==> config.mk <==
export PLATFORM = sky130hd
export DESIGN_NAME = logic_unit_scheduler
export DESIGN_NICKNAME = d
export VERILOG_FILES = /design/src/rtl/logic_unit_scheduler.sv
export SDC_FILE = /design/constraint.sdc
export NUM_CORES = 1
export LEC_CHECK = 0
export ABC_AREA = 1
export CAP_MARGIN = 20
export CELL_PAD_IN_SITES_DETAIL_PLACEMENT = 1
export CELL_PAD_IN_SITES_GLOBAL_PLACEMENT = 2
export CORE_ASPECT_RATIO = 0.7
export CORE_UTILIZATION = 24
export DETAILED_ROUTE_END_ITERATION = 7
export GPL_TIMING_DRIVEN = 0
export HOLD_SLACK_MARGIN = 0.02
export PLACE_DENSITY = 0.83
export SETUP_SLACK_MARGIN = 0.5
export SYNTH_ARGS = -nofsm -noshare
export SYNTH_HDL_FRONTEND = slang
export SYNTH_SLANG_ARGS = --single-unit
==> constraint.sdc <==
create_clock -name clk -period 2.85 [get_ports clk]
set_input_delay 0.57 -clock clk [delete_from_list [all_inputs] [get_ports clk]]
set_output_delay 0.57 -clock clk [all_outputs]
set_load 0.1 [all_outputs]
==> src/rtl/logic_unit_scheduler.sv <==
// logic_unit_scheduler: round-robin sharing of one registered NOT/OR/AND/XOR unit among N requesters
module logic_unit_scheduler #(
  parameter int N = 4,
  parameter int W = 8
) (
  input  logic           clk,
  input  logic           rst_n,
  input  logic [N-1:0]   req,
  input  logic [2*N-1:0] op,
  input  logic [W*N-1:0] a,
  input  logic [W*N-1:0] b,
  output logic [N-1:0]   gnt,
  output logic [N-1:0]   done,
  output logic [W-1:0]   res,
  output logic           busy
);
  localparam int PW = (N > 1) ? $clog2(N) : 1;
  typedef enum logic {IDLE, EXEC} state_t;
  state_t state, state_d;
  logic [PW-1:0] ptr, off, win, ptr_nxt;
  logic [PW:0] sum;
  logic [N-1:0] rot;
  logic [1:0] cop;
  logic [W-1:0] ca, cb, f;
  logic start;
  assign rot = N'({req, req} >> ptr);
  assign busy = (state == EXEC);
  // winner is the first requester at or after ptr, wrapping; ptr then moves just past it
  always_comb begin
    off = '0;
    for (int k = N - 1; k >= 0; k--) off = rot[k] ? PW'(k) : off;
    sum = {1'b0, ptr} + {1'b0, off};
    win = (sum >= (PW+1)'(N)) ? PW'(sum - (PW+1)'(N)) : sum[PW-1:0];
    ptr_nxt = (win == PW'(N - 1)) ? '0 : win + PW'(1);
  end
  // IDLE launches on any request; EXEC always returns to IDLE after one cycle
  always_comb begin
    start = (state == IDLE) && |req;
    state_d = start ? EXEC : IDLE;
  end
  // shared gate function on the captured operands
  always_comb begin
    f = (cop == 2'b00) ? ~ca : (cop == 2'b01) ? (ca | cb) : (cop == 2'b10) ? (ca & cb) : (ca ^ cb);
  end
  // state register
  always_ff @(posedge clk) begin
    if (!rst_n) state <= IDLE;
    else state <= state_d;
  end
  // grant/capture on launch, result and completion on the EXEC edge; gnt doubles as the captured grant
  always_ff @(posedge clk) begin
    if (!rst_n) begin
      gnt <= '0;
      done <= '0;
      res <= '0;
      ptr <= '0;
      cop <= '0;
      ca <= '0;
      cb <= '0;
    end else begin
      gnt <= start ? (N'(1) << win) : '0;
      done <= busy ? gnt : '0;
      if (start) begin
        ptr <= ptr_nxt;
        cop <= op[2*win +: 2];
        ca <= a[W*win +: W];
        cb <= b[W*win +: W];
      end
      if (busy) res <= f;
    end
  end
endmodule

==> results.sh <==
export IMPL_cp_start_kind="flop"
export IMPL_drt_iter0_markers=54
export IMPL_internal_power_uw=2740
export IMPL_power_leakage_uw=0.00202
export IMPL_hold_viol=0
export IMPL_slowest_stage="clkdlybuf4s50_1"
export IMPL_slew_headroom_pct=34.6
export IMPL_clk_pin_slew_ns=0.06
export IMPL_path_max_fanout=2
export IMPL_nNetsFinal=531
export IMPL_ys_seq_area_share_pct=28.5
export IMPL_power_frac_seq_pct=17.1
export IMPL_gp_congestion=0.756
export IMPL_grt_pass1_vias=2734
export IMPL_maxCapViolCount=0
export IMPL_num_rows=31
export IMPL_numCtsBuffers=5
export IMPL_clock_fmax_ghz=0.433
export IMPL_criticalPathCategory="reg -> out"
export IMPL_vias=2582
export IMPL_cts_htree_levels=2
export IMPL_rsz0062_at_grt="no"
export IMPL_multi_input_area_um2=1620
export IMPL_cts_root_buffer="clkbuf_16"
export IMPL_die_x_um=126
export IMPL_cpLargestDelayFamily="buffers and inverters"
export IMPL_die_height_um=89.1
export IMPL_grt_overflow=0
export IMPL_ir_drop_mv=0.472
export IMPL_fin_area_um2=4040
export IMPL_critPathBufInv=1
export IMPL_swShare_pct=46.9
export IMPL_drc_errors=0
export IMPL_grtUsageTotal_pct=16.5
export IMPL_grt_max_degree=11
export IMPL_syn_nets=425
export IMPL_yosysUniqueCellTypes=25
export IMPL_slew_violations=0
export IMPL_comb_power_share_pct=72.0
export IMPL_fin_crit_sh_pct=81.1
export IMPL_p_total_uw=5150
export IMPL_num_fill_cells=1234
export IMPL_wirelength_um=8840
export IMPL_tns_ns=0
export IMPL_antenna_found_initial=0
export IMPL_outcome="complete, no violations"
export IMPL_ys_warn_count=0
export IMPL_grt_pass1_wl_um=14000
export IMPL_syn_inst=330
export IMPL_final_cell_mix="nand2_1 (83), clkdlybuf4s50_1 (78), mux2i_1 (49)"
export IMPL_io_pins=95
export IMPL_port_buffers=94
export IMPL_avgSynthCellArea_um2=7.88
export IMPL_layout_commonest_cell="nand2_1"
export IMPL_power_density_nw_per_um2=1270
export IMPL_clock_power_share_pct=10.9
export IMPL_required_ns=2.28
export IMPL_clock_skew_ns=0.00568
export IMPL_n_antenna_cell=0
export IMPL_dpl_instance_area_um2=3710
export IMPL_hpwl_um=6870
export IMPL_drt_pre_antenna_iters=4
export IMPL_start_util_pct=24.9
export IMPL_drive_gt1_share_pct=12.4
export IMPL_cts_sinks=37
export IMPL_core_area_um2=10400
export IMPL_syn_area_um2=2600
export IMPL_dieArea_um2=11300
export IMPL_power_switching_uw=2410
export IMPL_cpPeakStageDelay_ns=1.13
export IMPL_worstPathArrival_ns=1.74
export IMPL_wl_per_cell_um=15.6
export IMPL_final_min_clock_period_ns=2.31
export IMPL_endpoint_kind="primary output"
export IMPL_cts_tree="done"
export IMPL_regArea_um2=742
export IMPL_dp_cells=556
export IMPL_clockBufferDepth=2
export IMPL_synth_seq_cells=37
export IMPL_cp_cell_sequence="clkdlybuf4s50_1"
export IMPL_finalSetupViolations=0
export IMPL_fin_cells=568
export IMPL_avgViaCountPerCell=4.55
export IMPL_worst_pin_slew_ns=0.980
export IMPL_clk_latency_ns=0.28
export IMPL_ant_nets=0
export IMPL_hold_class="reg -> reg"
export IMPL_syn_to_final_growth_pct=55.3
==> Yosys cell counts (all sizes together) <==
master  instances  area [µm²]
a21oi          16        80.1
nor2            9        33.8
or2             1        6.26
mux2i          52         521
nand2          88         340
clkinv          3        12.5
nand4           1        12.5
ha             17         213
xor2            1        8.76
clkbuf          5        58.8
inv            30         113
nand3          48         295
dfxtp          37         741
a21boi          1        7.51
o21ai           9        45.0
buf            12         113
==> path summary, 6_finish.rpt <==
check / from / to / slack, ns / depth (start not counted)
max: res[3] / res[3] / 0.54 / 1
min: gnt[2] / done[2] / 0.43 / 2
max reg2reg: ptr[1] / ca[2] / 0.69 / 15
min reg2reg: gnt[2] / done[2] / 0.43 / 2
==> state kept, by name, indices dropped and copies added, names as in the netlist <==
| signal | flops |
|---|---|
| cop | 2 |
| gnt | 4 |
| ca | 8 |
| cb | 8 |
| busy | 1 |
| done | 4 |
| res | 8 |
| ptr | 2 |
==> layer usage <==
| layer | global-route usage (%) | wire, µm |
|---|---|---|
| met1 | 21.0 | 4250 |
| met2 | 28.1 | 4000 |
| met3 | 4.43 | 503 |
| met4 | 4.27 | 89 |
| met5 | 0 | 0 |
==> power groups by stage <==
stage / logic [µW] / clock network, µW / registers (µW)
finish: 3700 / 561 / 881
global route: 4020 / 601 / 911
CTS: 3640 / 574 / 883
detailed placement: 3230 / 0 / 891
global placement: 3110 / 0 / 882
floorplan: 2050 / 0 / 1190
==> layout make-up <==
cell class | instances | area share, %
Buffer | 17 | 5.36
Clock buffer | 7 | 3.53
Inverter | 33 | 3.10
Multi-Input combinational cell | 243 | 40.1
Sequential cell | 37 | 18.4
Tap cell | 132 | 4.09
Timing Repair Buffer | 99 | 25.4
==> stage by stage <==
stage / util [%] / setup slack [ns] / hold WS, ns
6_report: 38.7 / 0.538 / 0.427
3_5_place_dp: 35.5 / -0.305 / 0.426
5_1_grt: 38.7 / 0.488 / 0.455
4_1_cts: 37.9 / 0.509 / 0.434
3_3_place_gp: 35.5 / -0.253 / 0.419
2_1_floorplan: - / 0.670 / 0.443
==> what timing repair did <==
item / in CTS / in global routing
gates resized for setup: 25 / 15
gates cloned: 1 / 0
pin swaps: 6 / 2
setup buffers: 3 / 1
endpoints found under the setup margin: 28 / 30
hold buffers: 0 / 0
==> cells by family (layout without fill, tap and decap cells) <==
kind of cell,after synthesis,in the layout,synth area share [%]
simple gates,147,147,26.5
mux,52,52,20.0
buf+inv,50,156,11.4
flops,37,37,28.5
compound gates,26,26,5.10
fa+ha+maj,17,17,8.18
xor+xnor,1,1,0.337
(Power assumes the default switching activity.)
